`src/rtl/ecc_apb_cmd_master.sv`:
```
// APB command master for the ECC block: writes DATA_IN, CODEWORD_WIDTH, NOISE, CTRL,
// then waits (watchdog-bounded) for operation_done and returns the result on a valid/ready port.
module ecc_apb_cmd_master #(
    parameter int DATA_WIDTH      = 32,
    parameter int AMBA_ADDR_WIDTH = 20,
    parameter int AMBA_WORD       = 32,
    parameter logic [AMBA_ADDR_WIDTH-1:0] BASE_ADDR = '0,
    parameter int TIMEOUT_CYCLES  = 255
) (
    input  logic                       clk,
    input  logic                       rst,
    input  logic                       cmd_valid,
    output logic                       cmd_ready,
    input  logic [1:0]                 cmd_ctrl,
    input  logic [AMBA_WORD-1:0]       cmd_data,
    input  logic [1:0]                 cmd_width,
    input  logic [AMBA_WORD-1:0]       cmd_noise,
    output logic [AMBA_ADDR_WIDTH-1:0] PADDR,
    output logic [AMBA_WORD-1:0]       PWDATA,
    output logic                       PSEL,
    output logic                       PENABLE,
    output logic                       PWRITE,
    input  logic                       operation_done,
    input  logic [DATA_WIDTH-1:0]      data_out,
    input  logic [1:0]                 num_of_errors,
    output logic                       rsp_valid,
    input  logic                       rsp_ready,
    output logic [DATA_WIDTH-1:0]      rsp_data,
    output logic [1:0]                 rsp_errors,
    output logic                       rsp_timeout,
    output logic                       busy
);

    typedef enum logic [2:0] {IDLE, SETUP, ACCESS, WAIT_DONE, RESP} state_t;

    localparam logic [15:0] TIMEOUT_LIM = 16'(TIMEOUT_CYCLES);

    state_t                       state_q, state_d;
    logic [1:0]                   idx_q, idx_d;
    logic [15:0]                  timer_q, timer_d;
    logic                         accept;

    logic [1:0]                   ctrl_q, width_q;
    logic [AMBA_WORD-1:0]         data_q, noise_q;
    logic [1:0]                   ctrl_f, width_f;
    logic [AMBA_WORD-1:0]         data_f, noise_f;

    logic                         psel_d, penable_d;
    logic [AMBA_ADDR_WIDTH-1:0]   paddr_d;
    logic [AMBA_WORD-1:0]         pwdata_d;
    logic [DATA_WIDTH-1:0]        rsp_data_d;
    logic [1:0]                   rsp_errors_d;
    logic                         rsp_timeout_d;

    // Index order is the write order; CTRL (offset 0) must be the final write.
    function automatic logic [AMBA_ADDR_WIDTH-1:0] reg_addr(input logic [1:0] idx);
        case (idx)
            2'd0:    reg_addr = BASE_ADDR + AMBA_ADDR_WIDTH'(4);
            2'd1:    reg_addr = BASE_ADDR + AMBA_ADDR_WIDTH'(8);
            2'd2:    reg_addr = BASE_ADDR + AMBA_ADDR_WIDTH'(12);
            default: reg_addr = BASE_ADDR;
        endcase
    endfunction

    function automatic logic [AMBA_WORD-1:0] reg_wdata(
        input logic [1:0]           idx,
        input logic [1:0]           ctrl,
        input logic [AMBA_WORD-1:0] data,
        input logic [1:0]           width,
        input logic [AMBA_WORD-1:0] noise
    );
        case (idx)
            2'd0:    reg_wdata = data;
            2'd1:    reg_wdata = AMBA_WORD'(width);
            2'd2:    reg_wdata = noise;
            default: reg_wdata = AMBA_WORD'(ctrl);
        endcase
    endfunction

    // On the accepting edge the first SETUP must already carry the new command's fields.
    assign ctrl_f  = accept ? cmd_ctrl  : ctrl_q;
    assign data_f  = accept ? cmd_data  : data_q;
    assign width_f = accept ? cmd_width : width_q;
    assign noise_f = accept ? cmd_noise : noise_q;

    always_comb begin
        state_d       = state_q;
        idx_d         = idx_q;
        timer_d       = timer_q;
        accept        = 1'b0;
        rsp_data_d    = rsp_data;
        rsp_errors_d  = rsp_errors;
        rsp_timeout_d = rsp_timeout;

        case (state_q)
            IDLE: begin
                if (cmd_valid && cmd_ready) begin
                    accept  = 1'b1;
                    idx_d   = 2'd0;
                    state_d = SETUP;
                end
            end
            SETUP: state_d = ACCESS;
            ACCESS: begin
                if (idx_q != 2'd3) begin
                    idx_d   = idx_q + 2'd1;
                    state_d = SETUP;
                end else begin
                    timer_d = '0;
                    state_d = WAIT_DONE;
                end
            end
            WAIT_DONE: begin
                if (operation_done) begin
                    rsp_data_d    = data_out;
                    rsp_errors_d  = num_of_errors;
                    rsp_timeout_d = 1'b0;
                    state_d       = RESP;
                end else if (timer_q >= TIMEOUT_LIM) begin
                    rsp_data_d    = '0;
                    rsp_errors_d  = '0;
                    rsp_timeout_d = 1'b1;
                    state_d       = RESP;
                end else if (timer_q != 16'hFFFF) begin
                    timer_d = timer_q + 16'd1;
                end
            end
            RESP: begin
                if (rsp_ready) state_d = IDLE;
            end
            default: state_d = IDLE;
        endcase

        psel_d    = (state_d == SETUP) || (state_d == ACCESS);
        penable_d = (state_d == ACCESS);
        paddr_d   = '0;
        pwdata_d  = '0;
        if (psel_d) begin
            paddr_d  = reg_addr(idx_d);
            pwdata_d = reg_wdata(idx_d, ctrl_f, data_f, width_f, noise_f);
        end
    end

    // Registered outputs are loaded from next-state values so every port is a flop.
    always_ff @(posedge clk or negedge rst) begin
        if (!rst) begin
            state_q     <= IDLE;
            idx_q       <= '0;
            timer_q     <= '0;
            cmd_ready   <= 1'b0;
            PSEL        <= 1'b0;
            PENABLE     <= 1'b0;
            PWRITE      <= 1'b0;
            PADDR       <= '0;
            PWDATA      <= '0;
            rsp_valid   <= 1'b0;
            rsp_data    <= '0;
            rsp_errors  <= '0;
            rsp_timeout <= 1'b0;
            busy        <= 1'b0;
        end else begin
            state_q     <= state_d;
            idx_q       <= idx_d;
            timer_q     <= timer_d;
            cmd_ready   <= (state_d == IDLE);
            PSEL        <= psel_d;
            PENABLE     <= penable_d;
            PWRITE      <= psel_d;
            PADDR       <= paddr_d;
            PWDATA      <= pwdata_d;
            rsp_valid   <= (state_d == RESP);
            rsp_data    <= rsp_data_d;
            rsp_errors  <= rsp_errors_d;
            rsp_timeout <= rsp_timeout_d;
            busy        <= (state_d != IDLE);
        end
    end

    always_ff @(posedge clk) begin
        if (accept) begin
            ctrl_q  <= cmd_ctrl;
            data_q  <= cmd_data;
            width_q <= cmd_width;
            noise_q <= cmd_noise;
        end
    end

endmodule

```
`config.mk`:
```
export PLATFORM = sky130hd
export DESIGN_NAME = ecc_apb_cmd_master
export DESIGN_NICKNAME = d
export VERILOG_FILES = /design/src/rtl/ecc_apb_cmd_master.sv
export SDC_FILE = /design/constraint.sdc
export NUM_CORES = 1
export LEC_CHECK = 0
export CORE_MARGIN = 5
export CORE_UTILIZATION = 43
export CTS_BUF_LIST = sky130_fd_sc_hd__clkbuf_8
export CTS_CLUSTER_SIZE = 25
export DETAILED_ROUTE_END_ITERATION = 12
export GPL_ROUTABILITY_DRIVEN = 0
export PLACE_DENSITY_LB_ADDON = 0.08
export SLEW_MARGIN = 20
export SYNTH_ARGS = -nofsm -noshare
export SYNTH_HDL_FRONTEND = slang
export SYNTH_SLANG_ARGS = --single-unit
```
`constraint.sdc`:
```
create_clock -name clk -period 2.3 [get_ports clk]
set_clock_uncertainty 0.2 [all_clocks]
set_input_delay 0.46 -clock clk [delete_from_list [all_inputs] [get_ports clk]]
set_output_delay 0.46 -clock clk [all_outputs]
set_load 0.02 [all_outputs]
```
== Word level (Yosys, flattened, before mapping) ==
Index checks and enable logic that the tools add are counted.
Word-level totals
  register bits: 181
  output and inout port bits: 93
  logic and storage cells: 75
Cells by class
  add/subtract/negate cells: 2
  order comparisons: 1
  eq/ne operators: 15
  multiplexer cells: 30
  reductions and logical operators: 10
Operator list (count)
  $mux 32: 5
  $pmux 32 s3: 1
  $mux 16: 4
  $pmux 16 s2: 1
  $add 16x1->16 const B: 1
  $ge 16x8->1 const B: 1
  $ne 16x16->1 const B: 1
  $pmux 3 s5: 1
  $mux 2: 7
  $mux 3: 4
  $pmux 4 s3: 1
  $ne 2x2->1 const B: 5
  $eq 3x2->1 const B: 3
  $eq 3x1->1 const B: 2
  $eq 3x3->1 const B: 2
  $logic_not 3->1: 2
  $reduce_and 5->1: 1
  $mux 1: 4
  $mux 4: 1
  $pmux 2 s2: 1
  $reduce_bool 2->1: 2
  $reduce_bool 3->1: 1
  $add 2x1->2 const B: 1
  $eq 2x1->1 const B: 1
  5 further kinds: 5

== Longest topological paths before layout ==
Gate-level depths: netlist of the first run.
  word-level depth: 7
  mapped depth: 10

== Worst setup path before layout of the first run ==
Ideal clock, no wire load.
  path kind: flip-flop to flip-flop
  start: register state_q[0]
  end: register PWDATA[31]
  setup time: 0.132 ns
  data arrival time: 2.155 ns
  data required time: 1.968 ns
  slack: -0.187 ns
  stages on the path, launching flop included: 11
  buffers on the path: 2
  period minus slack after synthesis: 2.487 ns
  cell sequence: dfrtp_1 clkbuf_1 nor2_1 nand3_1 a21oi_1 nor3_1 inv_1 ha_1 clkbuf_1 a22oi_1 nor2_1
RTL lines
  start: declaration: line 38  | state_t state_q, state_d;
  start signal: assignment: line 162  | state_q <= state_d;
  $eq 3x2->1 or $logic_not 3->1 (tied branches): line 95  | case (state_q)
  $pmux 2 s2 *: line 95
  named net idx_d[0]: line 39  | logic [1:0] idx_q, idx_d;
  $eq 2x2->1, or another cell as far along: line 72  | case (idx)
  $pmux 32 s3 *: line 72
  $mux 32 *: line 138  | if (psel_d) begin
  named net pwdata_d[31]: line 50  | logic [AMBA_WORD-1:0] pwdata_d;
  end signal: assignment: line 170  | PWDATA <= pwdata_d;
  end: declaration: line 19  | output logic [AMBA_WORD-1:0] PWDATA,
Mark *: on every way through the listed nets, which the timed path passes. The rest lies on a longest branch.
A chain may end at the register's enable or synchronous reset.

== Final worst setup path of the first run ==
  start: input port cmd_valid
  end: register PWDATA[1]
Between the ends
  longest elaborated chain between the ends: 6
Ends and longest elaborated chain
  start: declaration: line 12  | input logic cmd_valid,
  $logic_and 1x1->1: line 97  | if (cmd_valid && cmd_ready) begin
  $mux 1: line 97
  $mux 1: line 95
  $mux 32
  named net noise_f[1]: line 46  | logic [AMBA_WORD-1:0] data_f, noise_f;
  $pmux 32 s3: line 72
  $mux 32: line 138
  named net pwdata_d[1]: line 50
The timed path passes the listed nets, and every way through them passes these cells.

==> results of run 1 <==
-- power breakdown --
| group | leakage, nW | switching [W] | internal, W | total [W] |
|---|---|---|---|---|
| Clock | 0.187 | 0.000997 | 0.000782 | 0.00178 |
| Sequential | 1.82 | 0.000420 | 0.00399 | 0.00441 |
| Combinational | 1.86 | 0.00274 | 0.00290 | 0.00564 |
| Total | 3.87 | 0.00416 | 0.00767 | 0.0118 |
-- cell families (layout without fill, tap and decap cells) --
kind of cell	after synthesis	in the layout	synth area share, %
mux	70	70	13.6
compound gates	100	100	13.6
simple gates	88	88	6.68
other cells	1	18	0.0591
flops	163	163	58.9
xor+xnor	3	3	0.414
buf+inv	55	251	5.81
fa+ha+maj	5	5	0.985
-- placed cells by master (no fill, tap or decap), drive strengths merged, types with 5 or more instances in the layout --
| cell type | netlist | final |
|---|---|---|
| nand2 | 11 | 11 |
| a21o | 5 | 5 |
| clkbuf | 16 | 19 |
| buf | 32 | 31 |
| nand3 | 5 | 5 |
| dfrtp | 95 | 95 |
| dfxtp | 68 | 68 |
| a22oi | 33 | 33 |
| mux2 | 69 | 69 |
| nor2b | 11 | 11 |
| clkdlybuf4s50 | 0 | 180 |
| o21ai | 7 | 7 |
| a21oi | 12 | 12 |
| conb | 1 | 18 |
| clkinv | 0 | 6 |
| inv | 7 | 12 |
| a22o | 35 | 35 |
| ha | 5 | 5 |
| nor2 | 43 | 43 |
-- worst max path at each step --
stage          slack (ns)                   start                       end
3_5_place_dp        -0.33               cmd_valid       PWDATA[4]$_DFF_PN0_
5_1_grt              0.01  timer_q[0]$_DFFE_PN0P_  rsp_data[30]$_DFFE_PN0P_
6_report             0.13               cmd_valid       PWDATA[1]$_DFF_PN0_
3_3_place_gp        -0.30               cmd_valid       PWDATA[9]$_DFF_PN0_
2_1_floorplan        0.03    state_q[0]$_DFF_PN0_      PWDATA[21]$_DFF_PN0_
4_1_cts              0.12     cmd_ready$_DFF_PN0_                 cmd_ready
-- final cells by class --
| type | count | area, um2 | share of cell area [%] |
|---|---|---|---|
| Sequential cell | 163 | 3740 | 42.6 |
| Inverter | 7 | 26.3 | 0.299 |
| Timing Repair Buffer | 212 | 2130 | 24.3 |
| Clock buffer | 19 | 262 | 2.98 |
| Tap cell | 184 | 230 | 2.62 |
| Clock inverter | 13 | 73.8 | 0.840 |
| Multi-Input combinational cell | 284 | 2320 | 26.4 |
-- per-stage QoR --
stage	TNS, ns	total power, W
after floorplan	0	0.00796
after global placement	-10.45	0.00999
after detailed placement	-12.93	0.0102
after CTS	0	0.0120
after global routing	0	0.0126
final	0	0.0118
-- routing by layer --
metal	track usage [%]	routed length [um]	up-vias
li1	-	-	2087
met1	21.8	6570	2072
met2	27.7	7040	141
met3	5.73	984	22
met4	5.66	280	0
met5	0	0	-
-- state kept, by name (all words and copies together) (netlist names), 3 cells and up --
name	count
PWDATA	32
noise_q	32
timer_q	16
state_q	3
data_q	32
rsp_data	32
-- timing repair --
| action | CTS | global route |
|---|---|---|
| gates resized for setup | 0 | 2 |
| setup endpoints to repair | 0 | 5 |
| hold endpoints to repair | 34 | 0 |
| hold buffers | 1 | 0 |
==> summary.txt, run 1 <==
Final layout
  – Final cell count without fillers: between 800 and 900
  – Filler Cells Inserted: roughly 1200
  – Area added between synthesis and finish: 38.3%
  – Fin nets: approximately 800
  – Core Util, Final: about 60%
  – N_diodes: 0
  – Final instance area: ~8800 um2
  – Share of layout cells above drive strength 1: between 20% and 30%

Flow run
  – Max_cap viols: 0

Critical path
  – CP max stage delay: roughly 0.48 ns
  – CP max FO: 18
  – Slowest cell on crit path: clkdlybuf4s50_1
  – Critical Setup Path Class: input pin to flop
  – CP Data Arrival Time: between 2 and 2.5 ns
  – Critical path endpoint category: flop
  – Crit path required time: approximately 2.4 ns
  – Origin of the critical flop-to-flop path: timer_q[0]$_DFFE_PN0P_
  – Crit-path leading delay family: buffers and inverters
  – Critical Path Stages: 7
  – Reg2Reg Setup Slack: 0.16 ns
  – R2R cell count: 7
  – Cell Chain, Critical Path: clkdlybuf4s50_1 > nand2_1 > or4_4 > buf_12 > mux2_2 > a22oi_1 > a21oi_1
  – Crit path buf inv count: 2
  – Critical path startpoint category: input pin
  – FF-to-FF End: rsp_data[30]$_DFFE_PN0P_

Synthesis
  – Synth area leaders: dfrtp_1 (37%), dfxtp_1 (21%), mux2_2 (8.7%), a22o_1 (4.8%), mux2_4 (4.7%)
  – Synth top area share: between 30% and 40%
  – Synthesis warning total: 0
  – Commonest cells in the netlist: dfrtp_1 (95), dfxtp_1 (68), mux2_2 (49), nor2_1 (43), a22o_1 (35)
  – Synth async-reset ratio: between 50 and 60%
  – Synth unique cells: 45
  – Synthesized area: roughly 6300 um2
  – Most used DFF post-synth: dfrtp_1
  – Most common cell in the netlist: dfrtp_1
  – Register area share after synthesis: roughly three fifths
  – Synth Instances: just under 500
  – Synth Register Bits: about 160
  – Syn Area/Cell: between 10 and 15 um2
  – Leading area contributor after synthesis: dfrtp_1
  – EDFF count, synth: 0

Drt
  – DRC: 0
  – DRT antenna net count: 0
  – DR vias/cell: 4.90
  – DR WL/cell: between 15 and 20 um
  – Routed wire length: ~15 mm
  – First drt pass iteration count: 4
  – DR iter-0 viols: 165
  – DR vias: between 4000 and 5000

Die
  – Initial Utilization: between 40% and 50%
  – Die height: 132 um
  – Ports: 200
  – Area of the core: roughly 15000 um2
  – Die Width: 132 um
  – Rows: 44
  – Die area: 17300 um2

Timing
  – RSZ-0062 raised after global routing: no
  – Fin. Hold Viols: 0
  – Tmin final: between 2 and 2.5 ns
  – Hold_ws: between 0.2 and 0.3 ns
  – Worst Tran Pin Value: 0.548 ns
  – Setup Viol. Count Final: 0
  – Final setup margin: between 0.1 and 0.15 ns
  – Slew Limit Fails: 0
  – Fmax: about 460 MHz
  – Slew margin rel.: 63.1%
  – Final period util: about 94%

Clock tree
  – H-tree depth: 4
  – CTS clock-pin slew for the worst setup and hold paths: approximately 0.080 ns
  – CTS tree: yes
  – Root Buffer: clkbuf_8
  – CTS sink count: 163
  – Num CTS Buffers: 17
  – Clock buffer depth: 2
  – Setup bufs post-CTS: 0
  – Clk Latency, worst-skew pair: 0.44 ns

Placement
  – Post-DP Area: roughly 8400 um2
  – DP Cell Count: between 800 and 900
  – Pre-CTS WS: -0.326 ns
  – Final HPWL DP: about 11 mm
  – PortBufs: 181

GRT
  – Vias in the first global route: ~4600
  – GRT Total Usage: 17.1%
  – First-pass GRT wire length: 24.2 mm
  – Antenna violations before repair: 0
  – Grt ovf: 0
  – Pin count of the biggest net entering global routing: 41

Min path
  – Hold endpoint: data_q[18]$_DFF_P_
  – Hold path startpoint: data_q[18]$_DFF_P_
  – HP Class: flop to flop
  – Worst Hold Path Cells: 1

Power
  – Pwr dens: between 1000 and 1500 nW/um2
  – Pleak: ~3.9 nW
  – Largest vdd supply drop: 0.781 mV

Status
  – Status: finished, final reports clean
(Power assumes the default switching activity.)
==> run 2, diff against run 1 <==
==> constraint.sdc (replaced) <==
create_clock -name clk -period 1.85 [get_ports clk]
set_clock_uncertainty 0.2 [all_clocks]
set_input_delay 0.37 -clock clk [delete_from_list [all_inputs] [get_ports clk]]
set_output_delay 0.37 -clock clk [all_outputs]
set_load 0.02 [all_outputs]
==> run 2 against run 1 <==
The flow now finishes with violations (negative setup slack). Combinational power grew 34%. Power grew 31%. Sequential share of layout area shrank 2.8 points. Critical path type is now flop to flop. Highest routed layer is now met5.
==> summary.txt, run 2 (synthesis results as in run 1) <==
Critical path
  – CP max stage delay: 0.58 ns (+0.10 ns)
  – CP max FO: 33 (+15)
  – Slowest cell on crit path: or4_4
  – Critical Setup Path Class: flop to flop
  – Crit-path leading delay family: simple AND/OR/NAND/NOR gates
  – Critical path endpoint category: flop
  – Cell Chain, Critical Path: or4_4 > buf_12 > mux2_4 > a22oi_1 > nor2_1
  – Crit path required time: 1.98 ns (-0.44 ns)
  – Critical path startpoint category: flop
  – Crit path buf inv count: 1 (-1)
  – CP Data Arrival Time: 2.26 ns (-0.03 ns)

Clock tree
  – Clk Latency, worst-skew pair: 0.44 ns (about the same)
  – Num CTS Buffers: 17 (unchanged)
  – CTS clock-pin slew for the worst setup and hold paths: 0.08 ns (about the same)
  – Clock buffer depth: 2 (unchanged)
  – CTS tree: yes
  – CTS sink count: 163 (unchanged)
  – Root Buffer: clkbuf_8
  – H-tree depth: 4 (unchanged)

Die
  – Area of the core: 14500 um2 (unchanged)
  – Die height: 132 um (unchanged)
  – Initial Utilization: 43.7% (unchanged)
  – Die area: 17300 um2 (unchanged)
  – Die Width: 132 um (unchanged)
  – Rows: 44 (unchanged)
  – Ports: 200 (unchanged)

Timing
  – Final period util: 115%
  – Fin. Hold Viols: 0 (unchanged)
  – Slew Limit Fails: 0 (unchanged)
  – Tmin final: approximately 2.1 ns
  – TNS Setup: -14.20 ns (-14.20 ns)
  – Final setup margin: -0.276 ns (-0.404 ns)
  – Fmax: roughly 470 MHz
  – RSZ-0062 raised after global routing: yes
  – Setup Viol. Count Final: 142 (+142)

Power
  – Clock power share: 15.7% (+0.7 points)
  – Internal cell power: 0.00996 W (+30%)
  – Pwr dens: 1640 nW/um2 (+22%)
  – Pleak: 4.47 nW (+15%)
  – Largest vdd supply drop: 0.712 mV (-8.9%)
  – Logic pwr share: 48.9% (+1.3 points)
  – Switching power: 0.00548 W (+32%)
  – Switch share: 35.5% (+0.36 points)
  – Reg power frac: 35.4% (-1.9 points)

Final layout
  – Commonest non-fill, non-tap cells in the layout: clkdlybuf4s50_1 (105), dfrtp_1 (92), dlygate4sd2_1 (74)
  – Commonest non-fill, non-tap cell in the layout: clkdlybuf4s50_1
  – Share of layout cells above drive strength 1: 29.9% (+7.7 points)
  – Area added between synthesis and finish: 48.1%
  – Fin nets: 839 (+5.3%)
  – Core Util, Final: 64.7% (+4.3 points)
  – N_diodes: 0 (unchanged)

Placement
  – PortBufs: 181 (unchanged)
  – Pre-CTS WS: -0.693 ns (-0.367 ns)
  – Final HPWL DP: 10.6 mm (-0.63%)

Flow run
  – Max_cap viols: 0 (unchanged)

Drt
  – Routed wire length: 16.4 mm (+10%)
  – First drt pass iteration count: 4 (unchanged)
  – DR iter-0 viols: 156 (-5.5%)
  – DR WL/cell: 17.7 um (+5.1%)
  – DRC: 0 (unchanged)
  – DR vias: 4574 (+5.8%)
  – DR vias/cell: 4.95 (+1.0%)
  – DRT antenna net count: 0 (unchanged)

Min path
  – HP Class: input pin to async pin

GRT
  – GRT Total Usage: 18.6% (+1.4 points)
  – Vias in the first global route: 4982 (+7.6%)
  – Pin count of the biggest net entering global routing: 44 (+7.3%)
  – Antenna violations before repair: 1 (+1)
  – First-pass GRT wire length: 26.1 mm (+7.8%)
  – Grt ovf: 0 (unchanged)

Status
  – Status: finished, violations left
  – Failing checks: negative setup slack
==> run 2: changes by cell type in the layout (fill, tap and decap cells not counted), moves of 4 or more <==
| cell | previous run | this run |
|---|---|---|
| buf_6 | 0 | 7 |
| clkdlybuf4s50_1 | 180 | 105 |
| nand2_1 | 11 | 7 |
| buf_12 | 7 | 14 |
| dlygate4sd2_1 | 0 | 74 |
| buf_4 | 24 | 45 |
==> run 2: what timing repair did <==
action	4_1_cts	5_1_grt
gates cloned	6	3
pin swaps	13	13
hold buffers	1	0
endpoints found under the setup margin	214	147
endpoints found under the hold margin	39	0
gates resized for setup	102	30
setup buffers	14	6
==> run 2: power groups by stage <==
stage / combinational, W / sequential (W) / clock [W]
floorplan: 0.00388 / 0.00609 / 0
global placement: 0.00707 / 0.00549 / 0
detailed placement: 0.00724 / 0.00553 / 0
CTS: 0.00721 / 0.00547 / 0.00249
global route: 0.00813 / 0.00562 / 0.00263
finish: 0.00756 / 0.00547 / 0.00242
==> run 2: final timing paths <==
kind | start | to | slack, ns | depth (start not counted)
max reg2reg | state_q[2]$_DFF_PN0_ | PWDATA[18]$_DFF_PN0_ | -0.28 | 5
max | state_q[2]$_DFF_PN0_ | PWDATA[18]$_DFF_PN0_ | -0.28 | 5
min reg2reg | noise_q[26]$_DFF_P_ | noise_q[26]$_DFF_P_ | 0.28 | 1
max in group asynchronous | rst | rsp_data[10]$_DFFE_PN0P_ | 0.63 | 3
min | rst | PWDATA[12]$_DFF_PN0_ | 0.21 | 2
min in group clk | noise_q[26]$_DFF_P_ | noise_q[26]$_DFF_P_ | 0.28 | 1
==> run 2: cell type report <==
cell class / count / area (um2)
fill: 1148 / 5130
multi-input combinational: 284 / 2470
timing repair buffer: 254 / 2570
clock inverter: 15 / 128
inverter: 7 / 26.3
clock buffer: 17 / 234
sequential: 163 / 3740
tap: 184 / 230
==> run 2: metal layers <==
| layer | vias to the layer above | track usage (%) | part of all wire, % |
|---|---|---|---|
| met5 | - | 0 | 0.11 |
| li1 | 2169 | - | - |
| met3 | 24 | 7.72 | 7.1 |
| met1 | 2237 | 23.1 | 43 |
| met2 | 142 | 29.3 | 48 |
| met4 | 2 | 6.29 | 1.7 |
==> run 2: through the flow <==
stage                     hold WS, ns  power, W  instance area (um2)  instances
after global placement          0.140    0.0126                 8610        866
after floorplan                -0.126   0.00997                 6470        502
after CTS                       0.191    0.0152                 9290        919
after global routing            0.220    0.0164                 9400        924
final                           0.212    0.0154                 9400        924
after detailed placement        0.145    0.0128                 8610        866
